## config.mk

```make
export PLATFORM = sky130hd
export DESIGN_NAME = logo_rom_arbiter_flat
export DESIGN_NICKNAME = d
export VERILOG_FILES = /design/src/rtl/logo_rom_arb_pkg.sv /design/src/rtl/logo_rom_arbiter_if.sv /design/src/rtl/rom_tag_pipe.sv /design/src/rtl/logo_rom_arbiter.sv /design/src/flat_wrapper.sv
export SDC_FILE = /design/constraint.sdc
export NUM_CORES = 1
export LEC_CHECK = 0
export ABC_CLOCK_PERIOD_IN_PS = 1900
export BUFFER_PORTS_ARGS = -buffer_cell sky130_fd_sc_hd__buf_2
export CAP_MARGIN = 15
export CORE_MARGIN = 3
export CORE_UTILIZATION = 50
export DETAILED_ROUTE_END_ITERATION = 8
export GPL_TIMING_DRIVEN = 0
export MAX_ROUTING_LAYER = met4
export PLACE_DENSITY = 0.89
export SLEW_MARGIN = 10
export SYNTH_ARGS = -nofsm -noshare
export SYNTH_HDL_FRONTEND = slang
export SYNTH_HIERARCHICAL = 1
export SYNTH_SLANG_ARGS = --single-unit
```

## constraint.sdc

```tcl
create_clock -name clk -period 1.9 [get_ports clk]
set_input_delay 0.095 -clock clk [delete_from_list [all_inputs] [get_ports clk]]
set_output_delay 0.095 -clock clk [all_outputs]
set_load 0.02 [all_outputs]
```

## src/rtl/logo_rom_arb_pkg.sv

```systemverilog
// Shared types and constants for the logo ROM arbiter.
package logo_rom_arb_pkg;

    typedef enum logic [1:0] {
        IDLE  = 2'd0,
        RUN   = 2'd1,
        DRAIN = 2'd2
    } state_t;

    typedef logic [1:0] tag_t;

    localparam tag_t TAG_NONE = 2'd0;
    localparam tag_t TAG_PIX  = 2'd1;
    localparam tag_t TAG_BG   = 2'd2;

    localparam int ROM_LAT_DEF = 2;

endpackage

```

## src/rtl/logo_rom_arbiter_if.sv

```systemverilog
// Request/response bundle of logo_rom_arbiter.
// Stats outputs exist only with LOGO_ROM_ARB_STATS_EN defined.
interface logo_rom_arbiter_if #(
    parameter int ADDR_W = 15,
    parameter int DATA_W = 16,
    parameter int LEN_W  = 8
);
    logic              pix_req_i;
    logic [ADDR_W-1:0] pix_addr_i;
    logic [DATA_W-1:0] pix_data_o;
    logic              pix_valid_o;
    logic              bg_start_i;
    logic [ADDR_W-1:0] bg_base_i;
    logic [LEN_W-1:0]  bg_len_i;
    logic              bg_abort_i;
    logic              bg_busy_o;
    logic [DATA_W-1:0] bg_data_o;
    logic              bg_valid_o;
    logic              bg_done_o;
    logic [ADDR_W-1:0] rom_addr_o;
    logic [DATA_W-1:0] rom_q_i;
`ifdef LOGO_ROM_ARB_STATS_EN
    logic [15:0]       stall_cnt_o;
    logic [7:0]        burst_cnt_o;
`endif

    modport slave (
        input  pix_req_i, pix_addr_i,
        input  bg_start_i, bg_base_i, bg_len_i, bg_abort_i,
        input  rom_q_i,
        output pix_data_o, pix_valid_o,
        output bg_busy_o, bg_data_o, bg_valid_o, bg_done_o,
        output rom_addr_o
`ifdef LOGO_ROM_ARB_STATS_EN
        , output stall_cnt_o, burst_cnt_o
`endif
    );

    modport master (
        output pix_req_i, pix_addr_i,
        output bg_start_i, bg_base_i, bg_len_i, bg_abort_i,
        output rom_q_i,
        input  pix_data_o, pix_valid_o,
        input  bg_busy_o, bg_data_o, bg_valid_o, bg_done_o,
        input  rom_addr_o
`ifdef LOGO_ROM_ARB_STATS_EN
        , input stall_cnt_o, burst_cnt_o
`endif
    );

endinterface

```

## src/rtl/rom_tag_pipe.sv

```systemverilog
// Owner-tag shift register that tracks each ROM read until its data returns.
module rom_tag_pipe
    import logo_rom_arb_pkg::*;
#(
    parameter int ROM_LAT = ROM_LAT_DEF
) (
    input  logic clk,
    input  logic arst_n,
    input  tag_t tag_i,
    output tag_t tag_o,
    output logic bg_any_o
);
    tag_t tags_q [ROM_LAT];

    always_ff @(posedge clk or negedge arst_n) begin
        if (!arst_n) begin
            for (int i = 0; i < ROM_LAT; i++) tags_q[i] <= TAG_NONE;
        end else begin
            tags_q[0] <= tag_i;
            for (int i = 1; i < ROM_LAT; i++) tags_q[i] <= tags_q[i-1];
        end
    end

    assign tag_o = tags_q[ROM_LAT-1];

    always_comb begin
        bg_any_o = 1'b0;
        for (int i = 0; i < ROM_LAT; i++)
            if (tags_q[i] == TAG_BG) bg_any_o = 1'b1;
    end

endmodule

```

## src/rtl/logo_rom_arbiter.sv

```systemverilog
// Logo ROM arbiter: pixel fetch has absolute priority, bursts fill idle slots.
// Optional stall/burst counters with LOGO_ROM_ARB_STATS_EN.
module logo_rom_arbiter
    import logo_rom_arb_pkg::*;
#(
    parameter int ADDR_W  = 15,
    parameter int DATA_W  = 16,
    parameter int ROM_LAT = ROM_LAT_DEF,
    parameter int LEN_W   = 8
) (
    input  logic              clk,
    input  logic              arst_n,
    logo_rom_arbiter_if.slave bus
);
    state_t            state_q;
    logic [ADDR_W-1:0] cur_addr_q;
    logic [LEN_W-1:0]  remain_q;
    logic              done_q;
    logic              pix_valid_q;
    logic              bg_valid_q;
    logic [DATA_W-1:0] pix_data_q;
    logic [DATA_W-1:0] bg_data_q;
    logic              issue;
    logic              bg_inflight;
    tag_t              tag_in;
    tag_t              tag_out;

    always_comb begin
        issue  = (state_q == RUN) && !bus.pix_req_i;
        tag_in = TAG_NONE;
        if (bus.pix_req_i) tag_in = TAG_PIX;
        else if (issue)    tag_in = TAG_BG;
    end

    assign bus.rom_addr_o = issue ? cur_addr_q : bus.pix_addr_i;

    rom_tag_pipe #(.ROM_LAT(ROM_LAT)) u_tags (
        .clk      (clk),
        .arst_n   (arst_n),
        .tag_i    (tag_in),
        .tag_o    (tag_out),
        .bg_any_o (bg_inflight)
    );

    always_ff @(posedge clk or negedge arst_n) begin
        if (!arst_n) begin
            state_q    <= IDLE;
            cur_addr_q <= '0;
            remain_q   <= '0;
            done_q     <= 1'b0;
        end else begin
            done_q <= 1'b0;
            unique case (state_q)
                IDLE: if (bus.bg_start_i) begin
                    cur_addr_q <= bus.bg_base_i;
                    remain_q   <= bus.bg_len_i;
                    state_q    <= RUN;
                end
                RUN: if (issue) begin
                    cur_addr_q <= cur_addr_q + ADDR_W'(1);
                    remain_q   <= remain_q - LEN_W'(1);
                    if (remain_q == '0 || bus.bg_abort_i) state_q <= DRAIN;
                end else if (bus.bg_abort_i) begin
                    state_q <= DRAIN;
                end
                DRAIN: if (!bg_inflight) begin
                    done_q  <= 1'b1;
                    state_q <= IDLE;
                end
                default: state_q <= IDLE;
            endcase
        end
    end

    // Data is captured off rom_q_i, so valid lands ROM_LAT+1 after issue.
    always_ff @(posedge clk or negedge arst_n) begin
        if (!arst_n) begin
            pix_valid_q <= 1'b0;
            pix_data_q  <= '0;
            bg_valid_q  <= 1'b0;
            bg_data_q   <= '0;
        end else begin
            pix_valid_q <= (tag_out == TAG_PIX);
            pix_data_q  <= (tag_out == TAG_PIX) ? bus.rom_q_i : '0;
            bg_valid_q  <= (tag_out == TAG_BG);
            bg_data_q   <= (tag_out == TAG_BG) ? bus.rom_q_i : '0;
        end
    end

    assign bus.pix_valid_o = pix_valid_q;
    assign bus.pix_data_o  = pix_data_q;
    assign bus.bg_valid_o  = bg_valid_q;
    assign bus.bg_data_o   = bg_data_q;
    assign bus.bg_done_o   = done_q;
    assign bus.bg_busy_o   = (state_q != IDLE);

`ifdef LOGO_ROM_ARB_STATS_EN
    logic [15:0] stall_cnt_q;
    logic [7:0]  burst_cnt_q;

    always_ff @(posedge clk or negedge arst_n) begin
        if (!arst_n) begin
            stall_cnt_q <= '0;
            burst_cnt_q <= '0;
        end else begin
            if (state_q == IDLE && bus.bg_start_i)
                stall_cnt_q <= '0;
            else if (state_q == RUN && bus.pix_req_i && stall_cnt_q != 16'hFFFF)
                stall_cnt_q <= stall_cnt_q + 16'd1;
            if (state_q == DRAIN && !bg_inflight)
                burst_cnt_q <= burst_cnt_q + 8'd1;
        end
    end

    assign bus.stall_cnt_o = stall_cnt_q;
    assign bus.burst_cnt_o = burst_cnt_q;
`endif

endmodule

```

## src/flat_wrapper.sv

```systemverilog
// flat-port wrapper written by rule: the top's interface ports become plain ports
module logo_rom_arbiter_flat import logo_rom_arb_pkg::*;
#(
    parameter int ADDR_W  = 15,
    parameter int DATA_W  = 16,
    parameter int ROM_LAT = ROM_LAT_DEF,
    parameter int LEN_W   = 8
)
  (clk, arst_n, bus_pix_req_i, bus_pix_addr_i, bus_bg_start_i, bus_bg_base_i, bus_bg_len_i, bus_bg_abort_i, bus_rom_q_i, bus_pix_data_o, bus_pix_valid_o, bus_bg_busy_o, bus_bg_data_o, bus_bg_valid_o, bus_bg_done_o, bus_rom_addr_o);
  logo_rom_arbiter_if #(.ADDR_W(ADDR_W), .DATA_W(DATA_W), .LEN_W(LEN_W)) bus_i ();
  input  logic clk;
  input  logic arst_n;
  input wire logic [$bits(bus_i.pix_req_i)-1:0] bus_pix_req_i;
  input wire logic [$bits(bus_i.pix_addr_i)-1:0] bus_pix_addr_i;
  input wire logic [$bits(bus_i.bg_start_i)-1:0] bus_bg_start_i;
  input wire logic [$bits(bus_i.bg_base_i)-1:0] bus_bg_base_i;
  input wire logic [$bits(bus_i.bg_len_i)-1:0] bus_bg_len_i;
  input wire logic [$bits(bus_i.bg_abort_i)-1:0] bus_bg_abort_i;
  input wire logic [$bits(bus_i.rom_q_i)-1:0] bus_rom_q_i;
  output wire logic [$bits(bus_i.pix_data_o)-1:0] bus_pix_data_o;
  output wire logic [$bits(bus_i.pix_valid_o)-1:0] bus_pix_valid_o;
  output wire logic [$bits(bus_i.bg_busy_o)-1:0] bus_bg_busy_o;
  output wire logic [$bits(bus_i.bg_data_o)-1:0] bus_bg_data_o;
  output wire logic [$bits(bus_i.bg_valid_o)-1:0] bus_bg_valid_o;
  output wire logic [$bits(bus_i.bg_done_o)-1:0] bus_bg_done_o;
  output wire logic [$bits(bus_i.rom_addr_o)-1:0] bus_rom_addr_o;
  assign bus_i.pix_req_i = bus_pix_req_i;
  assign bus_i.pix_addr_i = bus_pix_addr_i;
  assign bus_i.bg_start_i = bus_bg_start_i;
  assign bus_i.bg_base_i = bus_bg_base_i;
  assign bus_i.bg_len_i = bus_bg_len_i;
  assign bus_i.bg_abort_i = bus_bg_abort_i;
  assign bus_i.rom_q_i = bus_rom_q_i;
  assign bus_pix_data_o = bus_i.pix_data_o;
  assign bus_pix_valid_o = bus_i.pix_valid_o;
  assign bus_bg_busy_o = bus_i.bg_busy_o;
  assign bus_bg_data_o = bus_i.bg_data_o;
  assign bus_bg_valid_o = bus_i.bg_valid_o;
  assign bus_bg_done_o = bus_i.bg_done_o;
  assign bus_rom_addr_o = bus_i.rom_addr_o;
  logo_rom_arbiter #(.ADDR_W(ADDR_W), .DATA_W(DATA_W), .ROM_LAT(ROM_LAT), .LEN_W(LEN_W)) u_core (.clk(clk), .arst_n(arst_n), .bus(bus_i));
endmodule
```

# Word-level counts from Yosys, hierarchy flattened
# Index checks and enable logic that the tools add are counted.
[word_totals]
register_bits = 64
out_inout_bits = 51
[classes]
add_sub_neg = 2
muxes = 21
reduce_logical = 9
n_eq_ne = 10
[op_table]
columns = ["operator", "count"]
rows = [
  ["two-way mux 15 bit", 3],
  ["two-way mux 16 bit", 2],
  ["one-hot mux 15 bit (2 select lines)", 1],
  ["two-way mux 8 bit", 2],
  ["one-hot mux 8 bit (2 select lines)", 1],
  ["adder 15 x 1 -> 15 bit, second input constant", 1],
  ["two-way mux 2 bit", 7],
  ["logical NOT 8 bit", 1],
  ["subtractor 8 x 1 -> 8 bit, second input constant", 1],
  ["== test 2 bit, second input constant", 3],
  ["one-hot mux 2 bit (3 select lines)", 1],
  ["== test 2 x 1 -> 1 bit, second input constant", 2],
  ["two-way mux 1 bit", 4],
  ["!= test 2 bit, second input constant", 2],
  ["AND reduction 4 bit", 1],
  ["nonzero test 2 bit", 2],
  ["!= test 3 x 2 -> 1 bit, second input constant", 1],
  ["!= test 3 bit, second input constant", 1],
  ["AND reduction 3 bit", 1],
  ["logical NOT 2 bit", 1],
  ["!= test 2 x 1 -> 1 bit, second input constant", 1],
  ["logical AND 1 bit", 1],
  ["logical NOT 1 bit", 1],
  ["logical OR 1 bit", 1],
]

# Logic depth before layout (Yosys ltp)
# Gate-level depths: netlist of run 1.
[depth]
ltp_word = 5
mapped_depth = 6
depth_no_buf = 5

# Cells and area by module
# The synthesis of run 1 kept the hierarchy.
[by_module_without_submodules]
columns = ["module", "n_inst", "area_each_um2", "cells_each"]
rows = [
  ["logo_rom_arbiter", 1, 2936.6, 283],
  ["rom_tag_pipe", 1, 135.1, 9],
]

# Worst setup path before layout of run 1
# No wires, ideal clock.
[synth_path]
kind = "register to output"
start = "register u_core.state_q[1]"
end = "output bus_rom_addr_o[10]"
path_slack_ns = 0.208
t_arrival_ns = 1.597
path_buffers = 3
path_stages_with_launch = 6
path_cell_list = "dfrtp_1 buf_6 or2b_2 buf_2 clkbuf_8 o21ai_0"
[synth_between]
elab_chain_len = 3
[synth_lines]
columns = ["element", "line_no", "rtl"]
rows = [
  ["start, declared", "logo_rom_arbiter.sv:15", "state_t state_q;"],
  ["start signal, assigned", "logo_rom_arbiter.sv:47", "state_q <= IDLE;"],
  ["start signal, assigned", "logo_rom_arbiter.sv:57", "state_q <= RUN;"],
  ["start signal, assigned", "logo_rom_arbiter.sv:62", "if (remain_q == '0 || bus.bg_abort_i) state_q <= DRAIN;"],
  ["== test 2 x 1 -> 1 bit", "logo_rom_arbiter.sv:29", "issue = (state_q == RUN) && !bus.pix_req_i;"],
  ["logical AND 1 bit", "logo_rom_arbiter.sv:29", ""],
  ["two-way mux 15 bit", "logo_rom_arbiter.sv:35", "assign bus.rom_addr_o = issue ? cur_addr_q : bus.pix_addr_i;"],
  ["end, declared", "flat_wrapper.sv:26", "output wire logic [$bits(bus_i.rom_addr_o)-1:0] bus_rom_addr_o;"],
]
# No other way between the ends.

# Final worst setup path of run 1
[layout_path]
start = "register u_core.state_q[0]"
end = "output bus_rom_addr_o[8]"
# Same word-level chain as after synthesis.

==> results of run 1 <==
==> layout make-up <==
type	count	area, sq um	share of cell area [%]
flip-flops and latches	64	1600	36.6
plain buffers	16	131	3.01
clock inverters	5	105	2.40
well taps	72	90.1	2.06
repair buffers	140	922	21.1
inverters	6	22.5	0.515
multi-input cells	205	1360	31.1
clock buffers	10	138	3.15
==> metal layers <==
| layer | routed length [um] | part of all wire (%) | track usage, % | vias up |
|---|---|---|---|---|
| li1 | - | - | - | 1346 |
| met5 | 0 | 0 | - | - |
| met1 | 3630 | 38 | 30.7 | 1465 |
| met4 | 287 | 3.0 | 9.78 | 0 |
| met3 | 759 | 7.9 | 5.79 | 44 |
| met2 | 4900 | 51 | 42.3 | 208 |
==> cell families after synthesis <==
logic type	Yosys count	share of synthesized area (%)
compound gates	76	15.3
fa+ha+maj	3	1.22
buf+inv	23	4.81
flops	64	52.1
mux	15	5.42
simple gates	111	21.1
==> path summary, 6_finish.rpt <==
kind,from,end,slack (ns),depth (start not counted)
min,bus_bg_len_i[1],u_core/remain_q[1],0.03,3
min in group asynchronous,arst_n,u_core/bus.pix_data_o[7],0.40,2
max reg2reg,u_core/state_q[0],u_core/cur_addr_q[9],0.08,5
max in group asynchronous,arst_n,u_core/cur_addr_q[8],1.01,2
max,u_core/state_q[0],bus_rom_addr_o[8],-0.05,5
min reg2reg,u_core/u_tags/tags_q[3],u_core/u_tags/tag_o[1],0.38,0
==> metrics by stage <==
step	cell area, sq um	hold slack (ns)	util [%]	std cells	worst slack [ns]
floorplan	3070	-0.201	-	292	0.208
global placement	3710	0.311	64.9	473	0.0162
detailed placement	3710	0.228	65.0	473	-0.0174
CTS	4180	0.0206	73.2	509	-0.0144
global route	4370	0.0271	76.6	518	-0.107
finish	4370	0.0314	76.6	518	-0.0539
==> critical path, cell delays in order (launching register included) <==
cell and delay, ns:
dfrtp_1 0.42, buf_6 0.14, nor3b_4 0.29, buf_6 0.18, mux2_2 0.35, buf_6 0.13
==> power by group through the flow <==
stage | sequential, mW | clock (mW) | combinational (mW)
after floorplan | 2.10 | 0 | 1.72
after global placement | 2.07 | 0 | 2.40
after detailed placement | 2.09 | 0 | 2.50
after CTS | 2.07 | 1.43 | 2.60
after global routing | 2.16 | 1.51 | 3.21
final | 2.12 | 1.43 | 3.02
==> state kept, by name (all words and copies together), names as in the netlist <==
name / count
u_core/bus.bg_data_o: 16
u_core/bus.pix_data_o: 16
u_core/cur_addr_q: 15
u_core/remain_q: 8
u_core/state_q: 2
u_core/u_tags/tag_o: 2
u_core/u_tags/tags_q: 2
u_core/bus.bg_done_o: 1
u_core/bus.bg_valid_o: 1
u_core/bus.pix_valid_o: 1
==> placed cells by master (no fill, tap or decap), types with 3 or more instances in the layout <==
cell	instances
buf_2	96
dfrtp_1	64
and2_1	32
o21ai_0	24
dlygate4sd3_1	20
a21oi_1	20
buf_6	18
nor2_1	16
buf_4	15
nand2_1	15
clkbuf_8	13
mux2_4	9
nand3_1	8
inv_1	6
nor3_1	6
o22ai_1	6
nand2b_1	5
mux2_2	4
nand4_1	4
a2bb2oi_1	4
bufinv_16	3
nor2b_1	3
clkbuf_1	3
a22oi_1	3
o2bb2ai_1	3
and4_1	3
o22a_1	3
ha_1	3
==> timing repair <==
item                                    CTS  global route
hold buffers                             20             0
gates resized for setup                   5            43
endpoints found under the setup margin   15            25
pin swaps                                 0             1
cloned                                    0             1
buffers inserted                          2             8
endpoints found under the hold margin    99             0
==> results.md, run 1 <==
- Clk network pwr share: 21.7%
- Net Sw Frac: 40.0%
- P_leak: 2.15 nW
- Crit. End Element: output port
- Internal Power: 3.94 mW
- Clk Latency, worst-skew pair: 0.34 ns
- Gate power share: 45.9%
- Final setup viols: 13
- # DRC: 0
- Area share of the largest cell type after synthesis: 52.1%
- Layout cells sized above 1: 38.8%
- Routed via count: 3063
- Full die area: 7120 sq um
- PwrDens: 1500 nW/um^2
- Worst path arrival time: 1.86 ns
- Clock-pin slew on the worst setup and hold paths: 0.07 ns
- Slew Limit Fails: 0
- Port-buffer cells: 109
- Most frequent cell after synthesis: dfrtp_1
- Setup WS post-layout: -0.0539 ns
- Post-route ant nets: 0
- Hold WC Path Type: primary input to flop
- Status: finished, violations left
- FMAX: 0.512 GHz
- Syn Area/Cell: 10.5 sq um
- Post-synth cell types: 48
- WL/cell: 18.5 um
- Die Y: 84.4 um
- Top post-synthesis cells by count: 64 x dfrtp_1, 32 x and2_1, 26 x o21ai_0
- Failing checks: setup timing
- Final Cycle Share: 103%
- Yosys top cell by area: dfrtp_1
- Vias in the first global route: 2789
- Core Area: 5710 sq um
- Ys flop type: dfrtp_1
- Total power: 6.57 mW
- IO Pins: 110
- Critical Path RT: 1.80 ns
- Setup TNS: -0.433 ns
- Drt initial violations: 324
- Number of synthesized flops with an enable pin: 0
- Startpoint Class: flop
- Syn Nets: 354
- Ys async rst share: 100%
- Ys Warns: 6
- Initial Util: 53.8%
- Flop pwr share: 32.3%
- Final nets: 504
- Crit path kind: flop to output port
- Reported net switching power: 2.62 mW
- Final Critical Period: 1.95 ns
- CTS buffer count: 9
- RSZ-0062 raised after global routing: yes
- Detailed Place HPWL: 5760 um
- Initial antenna violation count: 0
- TritonCTS Sinks: 64
- First-pass GRT wire length: 13800 um
- Seq/Total Area, Yosys: 52.1%
- Final hold violation count: 0
- Synth area leaders: dfrtp_1 52%, and2_1 6.5%, mux2_2 4.8%
- Die width: 84.4 um
- Area growth, synth to finish: 42.3%
- Number of antenna diodes: 0
- Maximum VDD drop: 883 uV
- CTS Buffer Depth: 2
- FILL cells: 353
- Gp weighted congestion: 0.840
- Maxcap violations: 0
- Synthesized area: 3070 sq um
- Critical Path Fanout Max: 6
- TritonCTS clock tree: built
- Grt ovf: 0
- Cells after Synth: 292
- Routed vias/inst: 5.91
- Worst Tran Pin Value: 0.779 ns
- Skew final: 0.00468 ns
- Max-slew headroom: 48.1%
- DR pass1 iterations: 6
- Largest net degree at the start of global routing: 65
- DRT Wirelength: 9570 um
- Depth of the CTS H-tree: 3
- Global Route Usage Sum: 25.6%
- Synth Register Bits: 64
- CTS root buf: clkbuf_8
- Rows: 27
Power figures use the tool's default switching activity.
==> run 2, diff against run 1 <==
--- a/config.mk
+++ b/config.mk
@@ -14,6 +14,7 @@
 export GPL_TIMING_DRIVEN = 0
 export MAX_ROUTING_LAYER = met4
 export PLACE_DENSITY = 0.89
+export SKIP_CTS_REPAIR_TIMING = 1
 export SLEW_MARGIN = 10
 export SYNTH_ARGS = -nofsm -noshare
 export SYNTH_HDL_FRONTEND = slang
==> results.md, run 2 (synthesis gave the netlist of run 1 again) <==
- Status: finished, violations left
- Failing checks: setup timing
- Critical R2R Capture: u_core/cur_addr_q[9]
- Die width: 84.4 um (unchanged)
- Startpoint Class: flop
- Crit. End Element: output port
- Setup crit start: u_core/state_q[0]
- Full die area: 7120 sq um (unchanged)
- Initial antenna violation count: 0 (unchanged)
- Port-buffer cells: 109 (unchanged)
- Depth of the CTS H-tree: 3 (unchanged)
- Die Y: 84.4 um (unchanged)
- Drt initial violations: 293 (-9.6%)
- Initial Util: 53.8% (unchanged)
- Rows: 27 (unchanged)
- Setup WS post-layout: -0.0761 ns (-0.0222 ns)
- Non-Filler Instances: 518 (unchanged)
- Clk Latency, worst-skew pair: 0.34 ns (about the same)
- R2r setup slk: 0.14 ns (+0.06 ns)
- Slew Limit Fails: 0 (unchanged)
- RSZ-0062 raised after global routing: yes
- DR pass1 iterations: 5 (-1)
- CTS root buf: clkbuf_8
- Critical Path RT: 1.80 ns (about the same)
- Worst Tran Pin Value: 0.785 ns (+0.00600 ns)
- Final hold violation count: 0 (unchanged)
- Clock-pin slew on the worst setup and hold paths: 0.07 ns (about the same)
- IO Pins: 110 (unchanged)
- PwrDens: 1500 nW/um^2 (-0.22%)
- Most frequent cells in the layout: 97 x buf_2, 64 x dfrtp_1, 32 x and2_1, 24 x o21ai_0, 20 x a21oi_1
- # DRC: 0 (unchanged)
- Reg2reg start: u_core/state_q[0]
- Gp weighted congestion: 0.840 (unchanged)
- Worst Hold Margin: 0.000819 ns (-0.0306 ns)
- Routed via count: 3011 (-1.7%)
- Routed vias/inst: 5.81 (-1.7%)
- Hold WC Path Type: primary input to flop
- FMAX: 0.506 GHz (-1.1%)
- Hold_sp: bus_bg_base_i[1]
- Number of antenna diodes: 0 (unchanged)
- Vias in the first global route: 2635 (-5.5%)
- Max-slew headroom: 47.7% (-0.40 points)
- Total power: 6.56 mW (about the same)
- WL/cell: 19.0 um (+3.0%)
- Area growth, synth to finish: 42.6%
- DRT Wirelength: 9860 um (+3.0%)
- Placed cell areas: 3710 sq um (unchanged)
- Maxcap violations: 0 (unchanged)
- Maximum VDD drop: 890 uV (+0.78%)
- Detailed Place HPWL: 5760 um (unchanged)
- TritonCTS clock tree: built
- FILL cells: 338 (-4.2%)
- TritonCTS Sinks: 64 (unchanged)
- First-pass GRT wire length: 12900 um (-6.9%)
- Setup TNS: -0.770 ns (-0.337 ns)
- Grt ovf: 0 (unchanged)
- Final Critical Period: 1.98 ns (+0.0222 ns)
- CTS Buffer Depth: 2 (unchanged)
- Cell count after placement: 473 (unchanged)
- Final Cycle Share: 104% (+1.2 points)
- Final nets: 504 (unchanged)
- Global Route Usage Sum: 23.8% (-1.8 points)
- Largest net degree at the start of global routing: 65 (unchanged)
- Crit path kind: flop to output port
- Skew final: 0.00356 ns (-0.00113 ns)
- Critical Path Fanout Max: 5 (-1)
- R2R depth: 5 (unchanged)
- Final setup viols: 14 (+1)
- Worst setup path endpoint: bus_rom_addr_o[7]
- Fin area: 4380 sq um (+0.17%)
- Layout cells sized above 1: 38.8% (unchanged)
- Post-route ant nets: 0 (unchanged)
- CTS buffer count: 9 (unchanged)
- Commonest non-fill, non-tap cell in the layout: buf_2
- P_leak: 2.16 nW (+0.64%)
- Core Area: 5710 sq um (unchanged)
- Worst path arrival time: 1.88 ns (+0.02 ns)
-- run 2: routing by layer --
| metal | up-vias | share of wire (%) | track usage (%) | wire (um) |
|---|---|---|---|---|
| met4 | 0 | 3.9 | 9.35 | 385 |
| met3 | 41 | 8.4 | 5.79 | 823 |
| met5 | - | 0 | - | 0 |
| met1 | 1430 | 37 | 28.1 | 3680 |
| li1 | 1345 | - | - | - |
| met2 | 195 | 50 | 39.2 | 4970 |
-- run 2: cell type report --
cell class,instances,area [sq um],area share (%)
Timing Repair Buffer,140,917,20.9
Multi-Input combinational cell,205,1370,31.4
Clock inverter,5,105,2.40
Inverter,6,22.5,0.514
Clock buffer,10,138,3.14
Buffer,16,131,3.00
Tap cell,72,90.1,2.06
Sequential cell,64,1600,36.6
-- run 2: worst min-delay path by stage --
| stage | end | slack [ns] | cells past startpoint |
|---|---|---|---|
| after floorplan | u_core/bus.bg_data_o[0] | -0.20 | 0 |
| after global placement | u_core/bus.pix_data_o[8] | 0.31 | 2 |
| after detailed placement | u_core/remain_q[1] | 0.23 | 1 |
| after CTS | u_core/bus.pix_data_o[14] | -0.14 | 1 |
| after global routing | u_core/cur_addr_q[1] | 0.02 | 3 |
| final | u_core/cur_addr_q[1] | 0.0008 | 3 |
-- run 2: critical path: stages, from the launching register on --
cell and delay (ns):
dfrtp_1 0.41, buf_6 0.14, nor3b_4 0.34, buf_6 0.20, mux2_4 0.31, buf_6 0.13
-- run 2: stage by stage --
stage / setup WS [ns] / utilization [%]
floorplan: 0.208 / -
global placement: 0.0162 / 64.9
detailed placement: -0.0174 / 65.0
CTS: -0.401 / 69.2
global route: -0.135 / 76.7
finish: -0.0761 / 76.7
-- run 2: where the power goes --
part,switching (mW),internal (mW),total (mW)
clock network,0.532,0.900,1.43
logic,1.68,1.34,3.02
registers,0.387,1.72,2.11
total,2.60,3.96,6.56
